[config.mk]
export PLATFORM = sky130hd
export DESIGN_NAME = config_loader
export DESIGN_NICKNAME = d
export VERILOG_FILES = /design/src/rtl/config_loader_pkg.sv /design/src/rtl/config_loader_word_shifter.sv /design/src/rtl/config_loader.sv
export SDC_FILE = /design/constraint.sdc
export NUM_CORES = 1
export LEC_CHECK = 0
export BUFFER_PORTS_ARGS = -buffer_cell sky130_fd_sc_hd__clkbuf_2
export CAP_MARGIN = 20
export CORE_MARGIN = 2
export CORE_UTILIZATION = 40
export DETAILED_ROUTE_END_ITERATION = 10
export HOLD_SLACK_MARGIN = 0.12
export PLACE_DENSITY = 0.63
export SYNTH_ARGS = -nofsm -noshare
export SYNTH_HDL_FRONTEND = slang
export SYNTH_SLANG_ARGS = --single-unit
[constraint.sdc]
create_clock -name clk -period 7 [get_ports clk]
set_input_delay 1.4 -clock clk [delete_from_list [all_inputs] [get_ports clk]]
set_output_delay 1.4 -clock clk [all_outputs]
set_load 0.03 [all_outputs]
[src/rtl/config_loader_pkg.sv]
// Shared definitions for the fabric configuration loader: FSM states and record constants.
package config_loader_pkg;

    typedef enum logic [2:0] {
        S_IDLE  = 3'd0,
        S_ADDR  = 3'd1,
        S_DATA  = 3'd2,
        S_CHK   = 3'd3,
        S_ISSUE = 3'd4,
        S_DONE  = 3'd5
    } state_t;

    localparam logic [31:0] TERMINATOR_ADDR = 32'hFFFF_FFFF;
    localparam int unsigned BYTES_PER_WORD  = 4;

endpackage

[src/rtl/config_loader_word_shifter.sv]
// config_word_shifter: 4-byte little-endian shift-in register; word_full_o flags the byte that completes a word.
module config_word_shifter
    import config_loader_pkg::*;
(
    input  logic        clk_i,
    input  logic        rst_i,
    input  logic        shift_i,
    input  logic [7:0]  byte_i,
    output logic [31:0] word_o,
    output logic        word_full_o
);

    localparam int unsigned IDX_W = $clog2(BYTES_PER_WORD);

    logic [31:0]      word_q;
    logic [IDX_W-1:0] idx_q;

    // Bytes enter at the top so the first byte ends up in bits [7:0].
    always_ff @(posedge clk_i or posedge rst_i) begin
        if (rst_i) begin
            word_q <= '0;
            idx_q  <= '0;
        end else if (shift_i) begin
            word_q <= {byte_i, word_q[31:8]};
            idx_q  <= idx_q + IDX_W'(1);
        end
    end

    assign word_o      = word_q;
    assign word_full_o = shift_i && (idx_q == IDX_W'(BYTES_PER_WORD - 1));

endmodule

[src/rtl/config_loader.sv]
// config_loader: byte stream to timed {addr,data} config bus writes.
// Optional per-record XOR checksum byte enabled by CONFIG_LOADER_CHECKSUM_EN.
module config_loader
    import config_loader_pkg::*;
#(
    parameter logic [31:0] IDLE_ADDR    = 32'h0,
    parameter int unsigned ISSUE_CYCLES = 1,
    parameter int unsigned CNT_W        = 16
) (
    input  logic             clk,
    input  logic             reset,
    input  logic [7:0]       byte_in,
    input  logic             byte_valid,
    output logic             byte_ready,
    output logic [31:0]      config_addr,
    output logic [31:0]      config_data,
    output logic             config_strobe,
    output logic             busy,
    output logic             done,
    output logic [CNT_W-1:0] record_count,
    output logic             crc_error
);

    localparam int unsigned IW = $clog2(ISSUE_CYCLES + 1);
    localparam logic [IW-1:0] ISSUE_LAST = IW'(ISSUE_CYCLES - 1);

    state_t           state_q;
    logic [31:0]      addr_q, data_q;
    logic             strobe_q, busy_q, done_q;
    logic [CNT_W-1:0] count_q;
    logic [IW-1:0]    issue_cnt_q;

    logic        accept, addr_full, data_full;
    logic [31:0] addr_word, data_word, addr_next, data_next;
    logic        start_issue, crc_fail;
    logic [31:0] issue_data;

    assign byte_ready = (state_q == S_IDLE) || (state_q == S_ADDR) ||
                        (state_q == S_DATA) || (state_q == S_CHK);
    assign accept     = byte_valid && byte_ready;
    assign addr_next  = {byte_in, addr_word[31:8]};
    assign data_next  = {byte_in, data_word[31:8]};

    config_word_shifter u_addr_shifter (
        .clk_i       (clk),
        .rst_i       (reset),
        .shift_i     (accept && (state_q == S_IDLE || state_q == S_ADDR)),
        .byte_i      (byte_in),
        .word_o      (addr_word),
        .word_full_o (addr_full)
    );

    config_word_shifter u_data_shifter (
        .clk_i       (clk),
        .rst_i       (reset),
        .shift_i     (accept && (state_q == S_DATA)),
        .byte_i      (byte_in),
        .word_o      (data_word),
        .word_full_o (data_full)
    );

`ifdef CONFIG_LOADER_CHECKSUM_EN
    logic [7:0] chk_q;
    logic       crc_q;

    always_ff @(posedge clk or posedge reset) begin
        if (reset) begin
            chk_q <= '0;
            crc_q <= 1'b0;
        end else begin
            if (accept)
                chk_q <= (state_q == S_IDLE) ? byte_in : (chk_q ^ byte_in);
            if (crc_fail)
                crc_q <= 1'b1;
        end
    end

    always_comb begin
        start_issue = accept && (state_q == S_CHK) && (byte_in == chk_q);
        crc_fail    = accept && (state_q == S_CHK) && (byte_in != chk_q);
        issue_data  = data_word;
    end

    assign crc_error = crc_q;
`else
    always_comb begin
        start_issue = data_full;
        crc_fail    = 1'b0;
        issue_data  = data_next;
    end

    assign crc_error = 1'b0;
`endif

    always_ff @(posedge clk or posedge reset) begin
        if (reset) begin
            state_q     <= S_IDLE;
            addr_q      <= IDLE_ADDR;
            data_q      <= '0;
            strobe_q    <= 1'b0;
            busy_q      <= 1'b0;
            done_q      <= 1'b0;
            count_q     <= '0;
            issue_cnt_q <= '0;
        end else begin
            case (state_q)
                S_IDLE: if (accept) begin
                    busy_q  <= 1'b1;
                    state_q <= S_ADDR;
                end
                S_ADDR: if (addr_full) begin
                    if (addr_next == TERMINATOR_ADDR) begin
                        state_q <= S_DONE;
                        done_q  <= 1'b1;
                        busy_q  <= 1'b0;
                    end else begin
                        state_q <= S_DATA;
                    end
                end
`ifdef CONFIG_LOADER_CHECKSUM_EN
                S_DATA: if (data_full) state_q <= S_CHK;
`endif
                S_CHK: if (crc_fail) begin
                    state_q <= S_IDLE;
                    busy_q  <= 1'b0;
                end
                S_ISSUE: begin
                    if (issue_cnt_q == ISSUE_LAST) begin
                        state_q  <= S_IDLE;
                        strobe_q <= 1'b0;
                        busy_q   <= 1'b0;
                        addr_q   <= IDLE_ADDR;
                        data_q   <= '0;
                    end else begin
                        issue_cnt_q <= issue_cnt_q + IW'(1);
                    end
                end
                default: ;
            endcase
            // Record entry overrides the per-state transition above.
            if (start_issue) begin
                state_q     <= S_ISSUE;
                addr_q      <= addr_word;
                data_q      <= issue_data;
                strobe_q    <= 1'b1;
                issue_cnt_q <= '0;
                if (count_q != '1)
                    count_q <= count_q + CNT_W'(1);
            end
        end
    end

    assign config_addr   = addr_q;
    assign config_data   = data_q;
    assign config_strobe = strobe_q;
    assign busy          = busy_q;
    assign done          = done_q;
    assign record_count  = count_q;

endmodule
Word-level counts from Yosys, hierarchy flattened. Cells that the tools add are included.

Register bits after elaboration: 155. Bits in latches: 0. Bits in writable memories: 0. Memory bits (read-only): 0. Bits of input ports: 11. Output and inout port bits: 85. Logic and storage cells: 69. Memories: 0.

Add/subtract/negate cells: 4. $mul: 0. Div/mod/pow operators: 0. Order comparisons: 0. Equal/unequal tests: 16. Shift operators: 0. Muxes and demuxes: 20. Bitwise logic cells: 0. Reduce and logical (&&, ||, !) cells: 17.

Operators by type and width (count): $mux W32 (4); $eq A32 B32 Y1 const B (1); $add A16 B1 Y16 const B (1); $ne A16 B16 Y1 const B (1); $mux W3 (5); $mux W1 (9); $ne A3 B3 Y1 const B (3); $pmux W3 S3 (1); $eq A3 B2 Y1 const B (2); $ne A2 B2 Y1 const B (3); $logic_and A1 B1 Y1 (5); $reduce_and A5 Y1 (1); $add A2 B1 Y2 const B (2); $eq A2 B2 Y1 const B (2); $ne A2 B1 Y1 const B (2); $reduce_and A2 Y1 (2); $reduce_and A4 Y1 (1); $reduce_bool A4 Y1 (1); $eq A3 B1 Y1 const B (1); $eq A3 B3 Y1 const B (1); $logic_not A3 Y1 (1); $logic_or A1 B1 Y1 (3); $pmux W1 S3 (1); $reduce_and A3 Y1 (1); 3 further kinds (3).

Logic depth before layout (Yosys ltp).
Depth in word-level cells: 10. Mapped depth: 7.

By module. Synthesis repeated with hierarchy kept, for this count alone.

Cell total of the unflattened synthesis: 412. Area total of the unflattened synthesis: 6263.5 um2.

By module, submodules not included: config_loader (times used 1, cells an instance 262, area each 3403.3 um2, sequential area each 2152.1 um2); config_word_shifter (times used 2, cells an instance 75, area each 1430.1 um2, sequential area each 850.8 um2).

Worst setup path after synthesis. Ideal clock, no wire load.

Path type: input port to flip-flop. Start: in byte_valid. End: reg u_data_shifter.word_q[17] (netlist: u_data_shifter.word_o[17]). Data arrival time: 2.378 ns. Slack: 4.497 ns. Cell stages on the path: 5. Path buffers: 2. Cell sequence: and3b_2 nor2b_4 buf_6 buf_12 mux2_4.

Cells in the longest elaborated chain, start to end: 2.

Ends and longest elaborated chain: start, declared (line config_loader.sv:13) `input logic byte_valid,`; $logic_and A1 B1 Y1 (line config_loader.sv:40) `assign accept = byte_valid && byte_ready;`; $logic_and A1 B1 Y1 (line config_loader.sv:56) `.shift_i (accept && (state_q == S_DATA)),`; end signal, assigned (line config_loader_word_shifter.sv:24) `word_q <= {byte_i, word_q[31:8]};`; end, declared (line config_loader_word_shifter.sv:15) `logic [31:0] word_q;`.

Every way passes these cells. A chain may end at the register's enable or synchronous reset.

Final worst setup path.
Start: in byte_valid. End: reg u_data_shifter.word_q[31] (netlist: u_data_shifter.word_o[31]).

Same word-level chain as after synthesis.

==> summary.txt <==
Layout
  • Filler Cells Inserted: 1423
  • # nets final: 631
  • Layout area overhead: 17.11%
  • Layout cells sized above 1: 0.3307
  • N_diodes: 0

STA
  • RSZ-0062 raised after global routing: no
  • Period utilization: 0.3948
  • Worst-Margin Slew: 0.9726 ns
  • Highest clock rate: 361.8 MHz
  • Clock skew: 0.005691 ns
  • Setup Viol. Count Final: 0
  • Hold Vio Cnt, Final: 0
  • Slew HR: 0.3502
  • TNS Setup: 0 ns
  • Worst hold slack: 0.4606 ns
  • Pins Over Slew Limit: 0
  • Minimum clock period: 2.764 ns

Power
  • PD cells: 403.2 nW/um^2
  • Pleak: 0.003832 uW
  • Maximum vdd drop: 230.6 uV
  • Clock power frac: 0.281
  • P_int: 1961 uW
  • Combinational Power Share: 0.265
  • Psw: 1026 uW
  • Sequential Power Share: 0.454
  • Switch share: 0.3435

Logic synthesis
  • Yosys warning total: 0
  • Post-synth top area cell: dfrtp_1
  • Mapped Area: 6326 um^2
  • Post-synthesis mux area share: 0.1187
  • Predominant post-synthesis flop cell: dfrtp_1
  • Netlist cell types: 48
  • Synth top area share: 0.5775
  • Post-Synth XOR/XNOR Area: 0.02215
  • Mapped Nets: 547
  • Synth Area in Compound Gates: 0.03857
  • #FFs+latches synth: 146
  • Asr flop ratio synth: 1.000
  • EDFF count, synth: 0
  • Register area share after synthesis: 0.5775
  • Simple-Gate Fraction of Synth Area: 0.1936
  • Most numerous cell in the Yosys netlist: dfrtp_1
  • Main combinational cell family by area after synthesis: simple AND/OR/NAND/NOR gates
  • Mapped Cells: 533
  • Avg Cell Area, Syn: 11.87 um^2
  • Top cells by count, synth: 146 x dfrtp_1, 138 x nand2_1, 70 x nand3_1, 40 x mux2_2, 20 x mux2_4
  • Largest cells by area after synthesis: dfrtp_1 58%, nand2_1 8.2%, mux2_2 7.1%
  • Adder-cell share of the synthesized area: 0.005934

Route
  • Via count: 4196
  • TritonRoute pass-1 iters: 4
  • DRC: 0
  • WL per Instance: 16.20 um
  • Via-per-instance ratio: 4.995
  • Antenna Violating Nets Remaining: 0
  • Post-Route WL: 13610 um
  • Starting DRT DRC Count: 247

Worst setup path
  • CP Max Fanout: 26
  • Worst Setup Path Type: in2reg
  • Crit path DAT: 3.07 ns
  • CP Capture Type: flip-flop
  • CP required: 7.30 ns
  • Crit path launch type: input pin

Clock network
  • TritonCTS clock tree: done
  • Postcts setup bufs: 0
  • Post-CTS Resized: 0
  • Total clock sinks: 146
  • Clock slew at reported path FFs: 0.06 ns
  • CTS Hold Bufs: 0
  • CTS Buffer Depth: 2
  • Root Buffer Master: clkbuf_16
  • TritonCTS buffer count: 17
  • Worst-Skew Late Latency: 0.42 ns
  • H-tree depth: 4

Die
  • Initial Utilization: 0.4131
  • FP Rows: 45
  • Die area: 16840 um^2
  • Number of I/O pins: 96
  • Die Wd: 129.8 um
  • Die span in y: 129.8 um
  • Core footprint: 15310 um^2

GRT
  • First-pass GRT wire length: 22130 um
  • Grt total ovfl: 0
  • Initial antenna violation count: 0
  • GRT Resource Usage Total: 0.1697
  • Largest net degree at the start of global routing: 100
  • Vias in the first global route: 4194

Status
  • Status: finished clean

Placed design
  • PortBufs: 94
  • GP Congestion: 0.7470
  • DP HPWL: 8965 um

Job
  • Max-Cap Viols: 0

Min path
  • Hold Crit Class: reg2reg
## per-stage QoR
step	util	cells	total power (uW)	setup slack [ns]	instance area, um^2
floorplan	-	533	1922	1.677	6326
global placement	0.4458	807	2127	3.763	6828
detailed placement	0.4471	808	2164	3.657	6848
CTS	0.4824	839	3012	4.136	7388
global route	0.4837	840	3145	4.151	7408
finish	0.4837	840	2987	4.236	7408
## path summary, 6_finish.rpt
path / slack, ns / end / startpoint / cells past startpoint
setup / recovery: 4.24 / u_data_shifter.word_o[31]$_DFFE_PP0P_ / byte_valid / 4
hold / removal: 0.46 / config_addr[0]$_DFFE_PP0P_ / u_addr_shifter.word_o[0]$_DFFE_PP0P_ / 2
setup reg to reg: 4.78 / u_data_shifter.word_o[31]$_DFFE_PP0P_ / state_q[2]$_DFFE_PP0P_ / 3
hold reg to reg: 0.46 / config_addr[0]$_DFFE_PP0P_ / u_addr_shifter.word_o[0]$_DFFE_PP0P_ / 2
max in group asynchronous: 4.66 / config_addr[18]$_DFFE_PP0P_ / reset / 3
min in group asynchronous: 1.16 / config_data[1]$_DFFE_PP0P_ / reset / 2
## critical path, cell delays in order
cell and delay [ns]:
clkbuf_2 0.13, and3b_2 0.28, nor2b_4 0.82, mux2_2 0.42
## flip-flops by register name (all words and copies together), names as in the netlist
| signal | flops |
|---|---|
| done | 1 |
| state_q | 3 |
| config_strobe | 1 |
| config_data | 32 |
| u_data_shifter.word_o | 24 |
| config_addr | 32 |
| u_addr_shifter.word_o | 32 |
| busy | 1 |
| record_count | 16 |
| u_addr_shifter.idx_q | 2 |
| u_data_shifter.idx_q | 2 |
## cells by family after synthesis
| group | after synthesis |
|---|---|
| AOI/OAI and AO/OA | 21 |
| xor gates and xnor gates | 16 |
| and+or+nand+nor | 249 |
| buffers and inverters | 37 |
| muxes | 60 |
| DFF | 146 |
| other | 1 |
| adders and majority gates | 3 |
## layout by cell type, fill, tap and decap left out, types with 5 or more instances in the layout
cell / count
dfrtp_1: 146
nand2_1: 137
clkbuf_2: 94
nand3_1: 70
mux2_2: 40
mux2_4: 20
clkbuf_16: 17
xor2_1: 15
nand4_1: 11
a21oi_1: 5
clkbuf_1: 5
clkinv_2: 5
## routing by layer
metal | share of wire | GRT usage | up-vias
met5 | 0 | 0 | -
met3 | 0.041 | 0.04428 | 22
li1 | - | - | 1987
met4 | 0.018 | 0.07084 | 0
met2 | 0.47 | 0.2596 | 98
met1 | 0.47 | 0.2309 | 2089
## layout make-up
type	instances	area (um^2)	area share
Multi-Input combinational cell	350	2405	0.3246
Sequential cell	146	3654	0.4932
Inverter	4	20.02	0.002702
Timing Repair Buffer	98	525.5	0.07093
Clock buffer	25	485.5	0.06553
Tap cell	211	264.0	0.03564
Clock inverter	6	55.05	0.007431
## power by group through the flow
stage / Sequential (uW) / Combinational [uW] / Clock [uW]
2_1_floorplan: 1470 / 452 / 0
6_report: 1360 / 792 / 840
3_5_place_dp: 1370 / 797 / 0
5_1_grt: 1400 / 862 / 888
3_3_place_gp: 1350 / 773 / 0
4_1_cts: 1360 / 801 / 855
Note: power is estimated with default switching activity, not from simulation.
